--- src/rtl/uart_rx_frame.sv ---
// 8N1 UART receiver with 16x oversampling: synchronizes the line, deframes one
// character at a time and reports either a data strobe or a framing error.
`timescale 1ns/1ps
module uart_rx_frame #(
    parameter int DBIT    = 8,
    parameter int SB_TICK = 16
) (
    input  logic            i_clk,
    input  logic            i_rst,
    input  logic            i_tick,
    input  logic            i_rx,
    output logic [DBIT-1:0] o_data,
    output logic            o_rx_done,
    output logic            o_frame_err
);

    localparam int NW = (DBIT > 1) ? $clog2(DBIT) : 1;
    localparam logic [3:0]    S_MID  = 4'd7;
    localparam logic [3:0]    S_LAST = 4'd15;
    localparam logic [3:0]    S_STOP = 4'(SB_TICK - 1);
    localparam logic [NW-1:0] N_LAST = NW'(DBIT - 1);

    typedef enum logic [2:0] {IDLE, START, DATA, STOP, BRK} state_e;

    state_e          state_q, state_d;
    logic            rxMeta_q, rx_q;
    logic [3:0]      s_q, s_d;
    logic [NW-1:0]   n_q, n_d;
    logic [DBIT-1:0] b_q, b_d;
    logic [DBIT-1:0] data_q, data_d;
    logic            done_q, done_d;
    logic            ferr_q, ferr_d;

    // Synchronizer resets high so a released reset never looks like a start bit.
    always_ff @(posedge i_clk or negedge i_rst) begin
        if (!i_rst) begin
            rxMeta_q <= 1'b1;
            rx_q     <= 1'b1;
            state_q  <= IDLE;
            s_q      <= '0;
            n_q      <= '0;
            b_q      <= '0;
            data_q   <= '0;
            done_q   <= 1'b0;
            ferr_q   <= 1'b0;
        end else begin
            rxMeta_q <= i_rx;
            rx_q     <= rxMeta_q;
            state_q  <= state_d;
            s_q      <= s_d;
            n_q      <= n_d;
            b_q      <= b_d;
            data_q   <= data_d;
            done_q   <= done_d;
            ferr_q   <= ferr_d;
        end
    end

    always_comb begin
        state_d = state_q;
        s_d     = s_q;
        n_d     = n_q;
        b_d     = b_q;
        unique case (state_q)
            IDLE: begin
                if (!rx_q) begin
                    state_d = START;
                    s_d     = '0;
                end
            end
            START: begin
                if (i_tick) begin
                    if (s_q == S_MID) begin
                        s_d     = '0;
                        n_d     = '0;
                        state_d = rx_q ? IDLE : DATA;
                    end else begin
                        s_d = s_q + 4'd1;
                    end
                end
            end
            DATA: begin
                if (i_tick) begin
                    if (s_q == S_LAST) begin
                        s_d = '0;
                        b_d = {rx_q, b_q[DBIT-1:1]};
                        if (n_q == N_LAST) begin
                            state_d = STOP;
                        end else begin
                            n_d = n_q + 1'b1;
                        end
                    end else begin
                        s_d = s_q + 4'd1;
                    end
                end
            end
            STOP: begin
                if (i_tick) begin
                    if (s_q == S_STOP) begin
                        s_d     = '0;
                        state_d = rx_q ? IDLE : BRK;
                    end else begin
                        s_d = s_q + 4'd1;
                    end
                end
            end
            BRK: begin
                if (rx_q) begin
                    state_d = IDLE;
                end
            end
            default: state_d = IDLE;
        endcase
    end

    // Strobes fire on the final stop tick and are registered, so they appear one cycle later.
    always_comb begin
        done_d = 1'b0;
        ferr_d = 1'b0;
        data_d = data_q;
        if (state_q == STOP && i_tick && s_q == S_STOP) begin
            if (rx_q) begin
                done_d = 1'b1;
                data_d = b_q;
            end else begin
                ferr_d = 1'b1;
            end
        end
    end

    assign o_data      = data_q;
    assign o_rx_done   = done_q;
    assign o_frame_err = ferr_q;

endmodule
--- config.mk ---
export PLATFORM = sky130hd
export DESIGN_NAME = uart_rx_frame
export DESIGN_NICKNAME = d
export VERILOG_FILES = /design/src/rtl/uart_rx_frame.sv
export SDC_FILE = /design/constraint.sdc
export NUM_CORES = 1
export LEC_CHECK = 0
export ABC_CLOCK_PERIOD_IN_PS = 2400
export CORE_UTILIZATION = 50
export CTS_CLUSTER_SIZE = 28
export DETAILED_ROUTE_END_ITERATION = 7
export GPL_ROUTABILITY_DRIVEN = 1
export GPL_TIMING_DRIVEN = 0
export PLACE_DENSITY = 0.81
export SYNTH_ARGS = -nofsm -noshare
export SYNTH_HDL_FRONTEND = slang
export SYNTH_SLANG_ARGS = --single-unit
--- constraint.sdc ---
create_clock -name i_clk -period 2.4 [get_ports i_clk]
set_input_delay 0.36 -clock i_clk [delete_from_list [all_inputs] [get_ports i_clk]]
set_output_delay 0.36 -clock i_clk [all_outputs]
set_load 0.005 [all_outputs]
# Word level (Yosys, flattened, before mapping)
# Index checks and enable logic that the tools add are counted.
# totals
reg_bits,30
inputBits,4
out_inout_bits,10
wordCells,68
# op_classes
n_addsub,2
eq_ne,18
mux,28
n_reduce_logical,11
# op_table
cell,n
$mux 3,15
$mux 4,5
$ne 2x2->1 const B,10
$pmux 3 s5,1
$pmux 4 s3,1
$reduce_and 9->1,1
$eq 3x2->1 const B,2
$eq 3x3->1 const B,2
$pmux 3 s2,1
$reduce_and 6->1,1
$add 4x1->4 const B,1
$eq 4x3->1 const B,1
$eq 4x4->1 const B,1
$mux 1,4
$reduce_and 4->1,1
$add 3x1->3 const B,1
$eq 3x1->1 const B,1
$logic_not 3->1,1
$reduce_and 3->1,1
$reduce_bool 3->1,1
$logic_and 1x1->1,2
$mux 2,1
$ne 2x1->1 const B,1
$reduce_and 2->1,1
2 further kinds,2

# Longest topological paths before layout
# Gate-level depths: netlist of the first run.
# depth
word_depth,5
depth_mapped,5

# Worst setup path after synthesis of the first run
# No wires, ideal clock.
# synth_path
path_kind,reg-to-reg
from,reg n_q[0]
to,reg n_q[0]
setup_ns,0.128
t_arrival_ns,1.683
path_slack_ns,0.590
stages_incl_launch_ff,6
synth_period_minus_slack_ns,1.810
path_cell_list,dfrtp_1 ha_1 ha_1 nand4bb_1 a2111o_1 mux2_1
# synth_between
elab_chain_len,5
elab_cells_between_ends,8
cone_classes,1 x add/sub; 2 x eq/ne; 4 x mux; 1 x reduce/logical
# synth_rtl
element,line,text
"start, declared",28,"logic [NW-1:0] n_q, n_d;"
"start signal, assigned",51,n_q <= n_d;
$add 3x1->3,90,n_d = n_q + 1'b1;
$mux 3,87,if (n_q == N_LAST) begin
$mux 3,84,if (s_q == S_LAST) begin
$mux 3,83,if (i_tick) begin
$pmux 3 s2,64,unique case (state_q)
# Parallel ways exist; a longest one is shown, timed or not. The select of a mux whose other input is x is not followed.
# A chain may end at the register's enable or synchronous reset.

# Worst setup path after layout of the first run
# Ends and elaborated chain as after synthesis.

==> results of run 1 <==
## path summary, 6_finish.rpt
kind / slack [ns] / depth (start not counted) / endpoint / startpoint
worst max-delay path: 0.44 / 5 / n_q[0]$_DFFE_PN0P_ / n_q[0]$_DFFE_PN0P_
worst min-delay path: 0.05 / 1 / b_q[1]$_DFFE_PN0P_ / i_rst
worst max register to register: 0.44 / 5 / n_q[0]$_DFFE_PN0P_ / n_q[0]$_DFFE_PN0P_
worst min register to register: 0.37 / 0 / rx_q$_DFF_PN1_ / rxMeta_q$_DFF_PN1_
max in group asynchronous: 1.92 / 1 / n_q[1]$_DFFE_PN0P_ / i_rst
min in group i_clk: 0.37 / 0 / rx_q$_DFF_PN1_ / rxMeta_q$_DFF_PN1_
## report_power, final
part / switching (mW) / total [mW] / internal (mW)
combinational: 0.198 / 0.353 / 0.156
clock: 0.173 / 0.314 / 0.141
sequential: 0.0625 / 0.636 / 0.573
total: 0.433 / 1.30 / 0.870
## per-layer routing
| metal | part of all wire | vias up |
|---|---|---|
| li1 | - | 453 |
| met4 | 0.015 | 0 |
| met1 | 0.47 | 450 |
| met3 | 0.038 | 5 |
| met2 | 0.48 | 22 |
| met5 | 0 | - |
## cell type report
class	instances	area, um2	area share
flip-flops and latches	30	753	0.469
multi-input cells	70	572	0.356
repair buffers	13	125	0.0779
clock buffers	6	51.3	0.0320
well taps	30	37.5	0.0234
plain buffers	5	27.5	0.0171
inverters	7	26.3	0.0164
clock inverters	2	12.5	0.00779
## sequential cells by signal, indices dropped and copies added (netlist names)
signal	flops
o_rx_done	1
b_q	8
o_frame_err	1
s_q	4
rxMeta_q	1
o_data	8
rx_q	1
state_q	3
n_q	3
## cells by family after synthesis
family / after synthesis / share of synthesized area
multiplexers: 19 / 0.153
AO/OA/AOI/OAI: 18 / 0.101
flip-flops: 30 / 0.546
adder cells (fa/ha/maj): 3 / 0.0272
buffers and inverters: 12 / 0.0390
AND/OR/NAND/NOR: 29 / 0.127
XOR/XNOR: 1 / 0.00635
## placed cells by master (no fill, tap or decap), types with 2 or more instances in the layout
cell type and n:
sky130_fd_sc_hd__a21oi_1 2, sky130_fd_sc_hd__buf_2 2, sky130_fd_sc_hd__clkbuf_1 3, sky130_fd_sc_hd__clkbuf_4 5
sky130_fd_sc_hd__clkdlybuf4s50_1 12, sky130_fd_sc_hd__dfrtp_1 28, sky130_fd_sc_hd__dfstp_2 2, sky130_fd_sc_hd__ha_1 3
sky130_fd_sc_hd__inv_1 7, sky130_fd_sc_hd__mux2_2 16, sky130_fd_sc_hd__mux2i_1 2, sky130_fd_sc_hd__nand2_1 4
sky130_fd_sc_hd__nand2b_1 2, sky130_fd_sc_hd__nand3_1 4, sky130_fd_sc_hd__nand4_1 2, sky130_fd_sc_hd__nor2_1 3
sky130_fd_sc_hd__nor3_1 2, sky130_fd_sc_hd__o211ai_1 4, sky130_fd_sc_hd__o221ai_1 2, sky130_fd_sc_hd__or3b_1 2
## critical path, stage by stage, from the launching register on
cell and delay (ns):
sky130_fd_sc_hd__dfrtp_1 0.41, sky130_fd_sc_hd__ha_1 0.21, sky130_fd_sc_hd__ha_1 0.20, sky130_fd_sc_hd__nand4bb_1 0.18
sky130_fd_sc_hd__a2111o_1 0.51, sky130_fd_sc_hd__mux2_1 0.34
==> implementation parameters, run 1 <==
Parameter                              Value

STA
  Slew of the pin with the lowest slew margin ... approximately 0.65 ns
  Final hold vios ... 0
  Post-route fraction of the period consumed by the critical path ... 0.815
  Final clock skew ... a little under 0.009 ns
  Max Fclk ... just over 0.5 GHz
  Worst hold margin ... around 0.054 ns
  Setup slack of the critical path after layout ... between 0.4 and 0.5 ns
  Setup-failing EPs final ... 0
  Number of pins exceeding their max-slew limit in the final report ... 0
  Relative slew margins ... 0.567
  Aggregate negative setup slack ... 0 ns
  RSZ-0062 raised after global routing ... false
  Shortest period the worst path allows ... ~2.0 ns

Die
  Initial Utilization ... 0.542
  Die Area ... a little under 3000 um2
  Boundary pin count ... 14
  Die Y-Extent ... about 55 um
  Standard-cell rows ... 18
  Die span in x ... 54.5 um
  Total core area ... 2540 um2

Cells and area
  # nets final ... approximately 140
  Fillers ... between 200 and 250
  Inserted Diodes ... 0
  Fin area ... roughly 1600 um2
  End-of-flow core utilization ... 0.631
  Fraction of final layout cells sized beyond drive strength 1 ... 0.233
  Synth-to-Final Area Change ... 16.4%
  Final standard cell count with taps included and fillers excluded ... between 150 and 200

CTS
  Clock latency at the later pin of the worst-skew pair ... around 0.33 ns
  Clock Sinks ... 30
  Clock Root Buffer ... sky130_fd_sc_hd__clkbuf_4
  Clock tree from TritonCTS ... done
  # Post-CTS Setup Buffers ... 0
  Number of hold buffers added after cts ... 0
  H-tree depth ... 2
  CTS clk-pin slew, worst paths ... around 0.1 ns
  Resized cells post-CTS ... 0
  Clock Path Buffers ... 2
  Number of clock buffers inserted by TritonCTS ... 5

Setup path
  Data required time at the worst endpoint ... approximately 2.6 ns
  Critical path startpoint category ... register
  Largest fanout on the critical path ... 3
  Kind of critical path ... register to register
  CP endpoint kind ... register
  Arrival @ worst endpoint ... 2.17 ns

Yosys
  Most used standard cell by instance count after synthesis ... sky130_fd_sc_hd__dfrtp_1
  Flip-flop cell with the highest count after synthesis ... sky130_fd_sc_hd__dfrtp_1
  Syn Nets ... ~120
  Count of flip-flops with a built-in enable after synthesis ... 0
  Unique cell type count in the Yosys netlist ... 41
  Sequential fraction of the synthesis area ... 0.546
  Number of standard cells after synthesis ... approximately 110
  Main area contributors after synthesis ... sky130_fd_sc_hd__dfrtp_1 (51%), sky130_fd_sc_hd__mux2_2 (13%), sky130_fd_sc_hd__dfstp_2 (3.8%), sky130_fd_sc_hd__ha_1 (2.7%), sky130_fd_sc_hd__o211ai_1 (2.2%)
  Area share of the largest cell type after synthesis ... 0.508
  Mean Syn Cell Area ... ~12 um2
  Warnings from Yosys ... 0
  Flip-flop and latch count after synthesis ... 30
  Area leader, netlist ... sky130_fd_sc_hd__dfrtp_1
  Synthesized cell area ... approximately 1400 um2
  Asr flop ratio synth ... 1.00
  Leading post-synthesis cells by instance count ... sky130_fd_sc_hd__dfrtp_1 (28), sky130_fd_sc_hd__mux2_2 (16), sky130_fd_sc_hd__inv_1 (7)

Routing
  Post-detailed-routing wire length ... around 2.4 mm
  Via-to-Cell Ratio ... about 5.7
  Post-detailed-route wirelength per cell ... 14.6 um
  Vias after detailed routing ... 930
  Initial drt markers ... 17
  Antenna Violating Nets Remaining ... 0
  DRC violations left ... 0
  DR pass1 iterations ... 4

Power
  Leakage ... between 0.7 and 0.8 nW
  Total power density per cell area ... just over 800 nW/um2
  Power consumption ... between 1 and 1.5 mW
  Worst voltage drop across the vdd grid ... between 0.4 and 0.5 mV

GRT
  Met2 usage ... 0.301
  Largest net degree at the start of global routing ... 31
  Final global-route overflow total ... 0
  Number of antenna violations at the first check in global routing ... 0
  GRT met3 Usage ... 0.0667
  Vias in the first global route ... roughly 850
  Most Used Layer, Global Route ... met2
  Met1 GRT Util ... 0.257
  First-pass GRT wire length ... slightly below 4 mm
  Global Route Usage Sum ... 0.199

Placed design
  Post-place instance area ... approximately 1500 um2
  Half-perimeter wire length after detailed placement ... between 1.5 and 2 mm
  Placed Cells incl. Taps ... ~160
  Count of buffers from port buffering ... 13
  Global placement routability congestion ... around 0.83
  Setup slack at placement ... about 0.19 ns

Run status
  Result of the run ... finished clean

Run
  Maximum capacitance violations ... 0

Min path
  Type of the most critical hold path ... primary input to asynchronous set/reset pin
(Power assumes the default switching activity.)
==> run 2: changes to the inputs <==
ABC_CLOCK_PERIOD_IN_PS = 1900   (was 2400)
clock period = 1.9 ns   (was 2.4 ns; I/O delays follow)
==> implementation parameters, run 2 (same netlist as run 1, synthesis figures left out) <==
Parameter                              Value

Setup path
  Count of buffering cells on the critical path with inverters included ... 0
  Worst path cell trace ... ha_2 -> ha_2 -> nand4bb_1 -> a2111o_1 -> mux2_4
  Top cell by count, worst path ... sky130_fd_sc_hd__ha_2
  Critical path startpoint category ... register
  Depth of the worst register-to-register path ... 5
  Largest fanout on the critical path ... 3
  Worst path slowest cell ... sky130_fd_sc_hd__a2111o_1
  Data required time at the worst endpoint ... between 2 and 2.5 ns
  Arrival @ worst endpoint ... 2.09 ns
  CP endpoint kind ... register
  Maximum single-stage delay on the critical path ... around 0.49 ns
  Reg2reg setup slack ... approximately 0.025 ns
  Kind of critical path ... register to register
  Start of the worst register-to-register path ... n_q[0]$_DFFE_PN0P_
  CP delay by family, top ... compound AO/OA/AOI/OAI gates
  Reg-to-Reg End ... n_q[0]$_DFFE_PN0P_

GRT
  First-pass GRT wire length ... roughly 4 mm
  Vias in the first global route ... 864
  Final global-route overflow total ... 0
  Number of antenna violations at the first check in global routing ... 0
  Largest net degree at the start of global routing ... 31
  Global Route Usage Sum ... 0.200

STA
  Max Fclk ... between 0.5 and 0.6 GHz
  Relative slew margins ... 0.569
  Post-route fraction of the period consumed by the critical path ... 0.987
  Final hold vios ... 28
  Setup-failing EPs final ... 0
  Shortest period the worst path allows ... between 1.5 and 2 ns
  Final clock skew ... 0.0116 ns
  Worst hold margin ... -0.0280 ns
  Number of pins exceeding their max-slew limit in the final report ... 0
  Slew of the pin with the lowest slew margin ... approximately 0.65 ns

Routing
  Initial drt markers ... 6
  Via-to-Cell Ratio ... between 5 and 6
  DR pass1 iterations ... 4
  Vias after detailed routing ... around 950
  Antenna Violating Nets Remaining ... 0
  Post-detailed-routing wire length ... around 2.4 mm
  Post-detailed-route wirelength per cell ... between 10 and 15 um
  DRC violations left ... 0

Power
  Leakage ... 0.761 nW
  Seq pwr share ... 0.486
  Worst voltage drop across the vdd grid ... 0.626 mV
  Clock network fraction of total power ... 0.242
  Combinational share of power ... 0.272
  Switch Pwr ... 0.550 mW
  Power Internal ... approximately 1.1 mW
  Total power density per cell area ... 1000 nW/um2
  Net switching share of the total power ... 0.333
  Power consumption ... approximately 1.7 mW

Cells and area
  Fillers ... between 200 and 250
  Register area ... between 700 and 800 um2
  Inserted Diodes ... 0
  # nets final ... approximately 140
  End-of-flow core utilization ... 0.646
  Top library cells by usage in the layout, fill and taps aside ... sky130_fd_sc_hd__dfrtp_1 (28), sky130_fd_sc_hd__mux2_2 (16), sky130_fd_sc_hd__clkdlybuf4s50_1 (12)
  Synth-to-Final Area Change ... 19.2%
  Fraction of final layout cells sized beyond drive strength 1 ... 0.277
  Total area of multi-input combinational cells ... between 500 and 600 um2
  Most common library cell in the layout ignoring fill and taps ... sky130_fd_sc_hd__dfrtp_1

Run
  Maximum capacitance violations ... 0

CTS
  H-tree depth ... 2
  Number of clock buffers inserted by TritonCTS ... 5
  CTS clk-pin slew, worst paths ... around 0.10 ns
  Clock Root Buffer ... sky130_fd_sc_hd__clkbuf_4
  Clock Path Buffers ... 2
  Clock Sinks ... 30
  Clock latency at the later pin of the worst-skew pair ... roughly 0.33 ns
  Clock tree from TritonCTS ... done

Run status
  Result of the run ... finished with violations
  Failing checks ... negative hold slack

Min path
  Type of the most critical hold path ... primary input to asynchronous set/reset pin

Die
  Initial Utilization ... 0.542
  Die span in x ... about 55 um
  Boundary pin count ... 14
  Standard-cell rows ... 18
  Die Area ... 2970 um2
  Total core area ... 2540 um2
  Die Y-Extent ... 54.5 um

Placed design
  Count of buffers from port buffering ... 13
  Half-perimeter wire length after detailed placement ... about 1.7 mm
  Global placement routability congestion ... 0.832
[run 2: changes by cell type in the layout (fill, tap and decap cells not counted)]
cell                     previous run  this run
sky130_fd_sc_hd__buf_4              0         4
sky130_fd_sc_hd__ha_1               3         1
sky130_fd_sc_hd__ha_2               0         2
sky130_fd_sc_hd__mux2_1             1         0
sky130_fd_sc_hd__mux2_4             0         1
[run 2: layout make-up]
class / instances / share of cell area
Inverter: 7 / 0.0160
Clock inverter: 2 / 0.00761
Sequential cell: 30 / 0.458
Clock buffer: 6 / 0.0312
Tap cell: 30 / 0.0228
Buffer: 5 / 0.0167
Timing Repair Buffer: 17 / 0.0944
Multi-Input combinational cell: 70 / 0.353
[run 2: worst max-delay path by stage]
stage	startpoint	endpoint	slack, ns	depth (start not counted)
floorplan	n_q[0]$_DFFE_PN0P_	n_q[0]$_DFFE_PN0P_	0.09	5
finish	n_q[0]$_DFFE_PN0P_	n_q[0]$_DFFE_PN0P_	0.03	5
detailed placement	i_tick	o_data[2]$_DFFE_PN0P_	-0.24	4
global placement	i_tick	o_data[6]$_DFFE_PN0P_	-0.17	4
global route	n_q[0]$_DFFE_PN0P_	n_q[0]$_DFFE_PN0P_	-0.002	5
CTS	n_q[0]$_DFFE_PN0P_	n_q[0]$_DFFE_PN0P_	0.02	5
[run 2: timing repair]
item / CTS / global route
pin swaps: 2 / 1
gates resized for setup: 2 / 1
setup endpoints to repair: 9 / 1
hold buffers: 0 / 0
buffers inserted: 2 / 2
[run 2: power by group through the flow]
stage	combinational, mW	sequential (mW)	clock [mW]
finish	0.449	0.803	0.399
floorplan	0.355	0.792	0
global placement	0.425	0.807	0
global route	0.516	0.818	0.438
CTS	0.452	0.802	0.411
detailed placement	0.448	0.813	0
[run 2: per-layer routing]
metal / global-route usage / vias to the layer above / wire, um
met5: 0 / - / 0
met4: 0.0897 / 0 / 8
met3: 0.0667 / 2 / 94
met2: 0.307 / 20 / 1200
met1: 0.255 / 460 / 1110
li1: - / 463 / -
[run 2: stage by stage]
stage	setup TNS (ns)	setup WS (ns)	instance area [um2]	instances
2_1_floorplan	0	0.0896	1380	112
3_5_place_dp	-1.96	-0.236	1550	155
3_3_place_gp	-1.34	-0.172	1550	155
5_1_grt	-0.00219	-0.00219	1640	167
4_1_cts	0	0.0162	1630	165
6_report	0	0.0254	1640	167
[run 2: worst register-to-register path, cell delays in order (launching register included)]
cell	delay, ns
sky130_fd_sc_hd__dfrtp_1	0.41
sky130_fd_sc_hd__ha_2	0.19
sky130_fd_sc_hd__ha_2	0.17
sky130_fd_sc_hd__nand4bb_1	0.17
sky130_fd_sc_hd__a2111o_1	0.49
sky130_fd_sc_hd__mux2_4	0.32
==> run 3: changes to the inputs <==
==> constraint.sdc (replaced) <==
create_clock -name i_clk -period 1.9 [get_ports i_clk]
set_input_delay 0.19 -clock i_clk [delete_from_list [all_inputs] [get_ports i_clk]]
set_output_delay 0.19 -clock i_clk [all_outputs]
set_load 0.005 [all_outputs]
==> implementation parameters, run 3 (same netlist as run 1, synthesis figures left out) <==
Parameter                              Value

Setup path
  Depth of the worst register-to-register path ... 5
  Critical path startpoint category ... register
  Kind of critical path ... register to register
  Arrival @ worst endpoint ... around 2.1 ns
  Reg2reg setup slack ... 0.03 ns
  Data required time at the worst endpoint ... 2.11 ns
  Largest fanout on the critical path ... 3
  Start of the worst register-to-register path ... n_q[0]$_DFFE_PN0P_
  Reg-to-Reg End ... n_q[0]$_DFFE_PN0P_
  CP endpoint kind ... register

Routing
  Via-to-Cell Ratio ... approximately 5.6
  Vias after detailed routing ... around 950
  Initial drt markers ... 6
  Antenna Violating Nets Remaining ... 0
  DR pass1 iterations ... 4
  Post-detailed-routing wire length ... roughly 2.4 mm
  DRC violations left ... 0
  Post-detailed-route wirelength per cell ... approximately 14 um

Die
  Boundary pin count ... 14
  Die Area ... a little under 3000 um2
  Standard-cell rows ... 18
  Die Y-Extent ... 54.5 um
  Total core area ... 2540 um2
  Initial Utilization ... 0.542
  Die span in x ... approximately 55 um

CTS
  Clock Path Buffers ... 2
  CTS clk-pin slew, worst paths ... roughly 0.090 ns
  Clock Sinks ... 30
  H-tree depth ... 2
  Clock tree from TritonCTS ... done
  Clock latency at the later pin of the worst-skew pair ... about 0.33 ns
  Number of clock buffers inserted by TritonCTS ... 5
  Clock Root Buffer ... sky130_fd_sc_hd__clkbuf_4

Power
  Net switching share of the total power ... 0.333
  Power Internal ... roughly 1.1 mW
  Worst voltage drop across the vdd grid ... around 0.63 mV
  Clock network fraction of total power ... 0.241
  Switch Pwr ... around 0.55 mW
  Combinational share of power ... 0.273
  Leakage ... roughly 0.77 nW
  Total power density per cell area ... approximately 1000 nW/um2
  Seq pwr share ... 0.486

Cells and area
  Top library cells by usage in the layout, fill and taps aside ... sky130_fd_sc_hd__dfrtp_1 (28), sky130_fd_sc_hd__mux2_2 (16), sky130_fd_sc_hd__clkdlybuf4s50_1 (12)
  Most common library cell in the layout ignoring fill and taps ... sky130_fd_sc_hd__dfrtp_1
  Fillers ... slightly above 200
  End-of-flow core utilization ... 0.650
  Synth-to-Final Area Change ... 20.0%
  Fraction of final layout cells sized beyond drive strength 1 ... 0.275
  # nets final ... between 100 and 150
  Inserted Diodes ... 0

STA
  Slew of the pin with the lowest slew margin ... around 0.65 ns
  Max Fclk ... between 0.5 and 0.6 GHz
  Setup slack of the critical path after layout ... between 0.02 and 0.03 ns
  Setup-failing EPs final ... 0
  Relative slew margins ... 0.568
  Worst hold margin ... around 0.27 ns
  Number of pins exceeding their max-slew limit in the final report ... 0
  Final clock skew ... 0.0116 ns
  Final hold vios ... 0
  Shortest period the worst path allows ... 1.87 ns
  Post-route fraction of the period consumed by the critical path ... 0.987

Placed design
  Global placement routability congestion ... roughly 0.83
  Setup slack at placement ... -0.141 ns
  Count of buffers from port buffering ... 13
  Half-perimeter wire length after detailed placement ... ~1.7 mm

GRT
  Final global-route overflow total ... 0
  Vias in the first global route ... 864
  First-pass GRT wire length ... ~4.0 mm
  Number of antenna violations at the first check in global routing ... 0
  Global Route Usage Sum ... 0.200
  Largest net degree at the start of global routing ... 31

Min path
  Launch instance of the worst min-delay path ... i_rx
  Hold path cells ... 1
  Hold-critical path endpoint ... rxMeta_q$_DFF_PN1_
  Type of the most critical hold path ... primary input to register

Run
  Maximum capacitance violations ... 0

Run status
  Result of the run ... finished clean
## run 3: cell types whose count changed in the layout (fill, tap and decap cells not counted), sizes merged
cell,change
dlygate4sd3,+1
## run 3: worst max path at each step
stage,cells after the start,slack (ns),endpoint,start
detailed placement,4,-0.14,o_data[2]$_DFFE_PN0P_,i_tick
global placement,4,-0.08,o_data[6]$_DFFE_PN0P_,i_tick
global route,5,-0.002,n_q[0]$_DFFE_PN0P_,n_q[0]$_DFFE_PN0P_
floorplan,5,0.09,n_q[0]$_DFFE_PN0P_,n_q[0]$_DFFE_PN0P_
CTS,5,0.02,n_q[0]$_DFFE_PN0P_,n_q[0]$_DFFE_PN0P_
finish,5,0.03,n_q[0]$_DFFE_PN0P_,n_q[0]$_DFFE_PN0P_
## run 3: metrics by stage
stage / power, mW / cells / setup TNS [ns] / cell area, um2
2_1_floorplan: 1.15 / 112 / 0 / 1380
3_3_place_gp: 1.23 / 155 / -0.576 / 1550
3_5_place_dp: 1.26 / 155 / -1.05 / 1550
4_1_cts: 1.67 / 165 / 0 / 1630
5_1_grt: 1.77 / 168 / -0.00219 / 1650
6_report: 1.65 / 168 / 0 / 1650
## run 3: area by class of cell
class | count | area, um2 | share of cell area
tap | 30 | 37.5 | 0.0227
clock buffer | 6 | 51.3 | 0.0310
multi-input combinational | 70 | 581 | 0.351
timing repair buffer | 18 | 165 | 0.0998
sequential | 30 | 753 | 0.455
inverter | 7 | 26.3 | 0.0159
clock inverter | 2 | 12.5 | 0.00756
buffer | 5 | 27.5 | 0.0166
## run 3: repair_timing
action                                  in CTS  in global routing
hold endpoints to repair                     0                 28
gates resized for setup                      2                  1
pin swaps                                    2                  1
buffers inserted                             2                  2
hold buffers                                 0                  1
endpoints found under the setup margin       9                  1
## run 3: worst max-delay path, stage by stage (launching register included)
cell and delay [ns]:
sky130_fd_sc_hd__dfrtp_1 0.41, sky130_fd_sc_hd__ha_2 0.19, sky130_fd_sc_hd__ha_2 0.17, sky130_fd_sc_hd__nand4bb_1 0.17
sky130_fd_sc_hd__a2111o_1 0.49, sky130_fd_sc_hd__mux2_4 0.32
## run 3: metal layers
layer  vias up  wire (um)  GRT usage
met5         -          0          0
met4         0          8     0.0897
met3         2         91     0.0667
met2        20       1200      0.307
met1       460       1120      0.255
li1        465          -          -
## run 3: power by group through the flow
stage	clock, mW	sequential [mW]	combinational, mW
2_1_floorplan	0	0.792	0.355
3_3_place_gp	0	0.807	0.425
3_5_place_dp	0	0.813	0.448
4_1_cts	0.411	0.802	0.452
5_1_grt	0.438	0.818	0.518
6_report	0.399	0.803	0.451
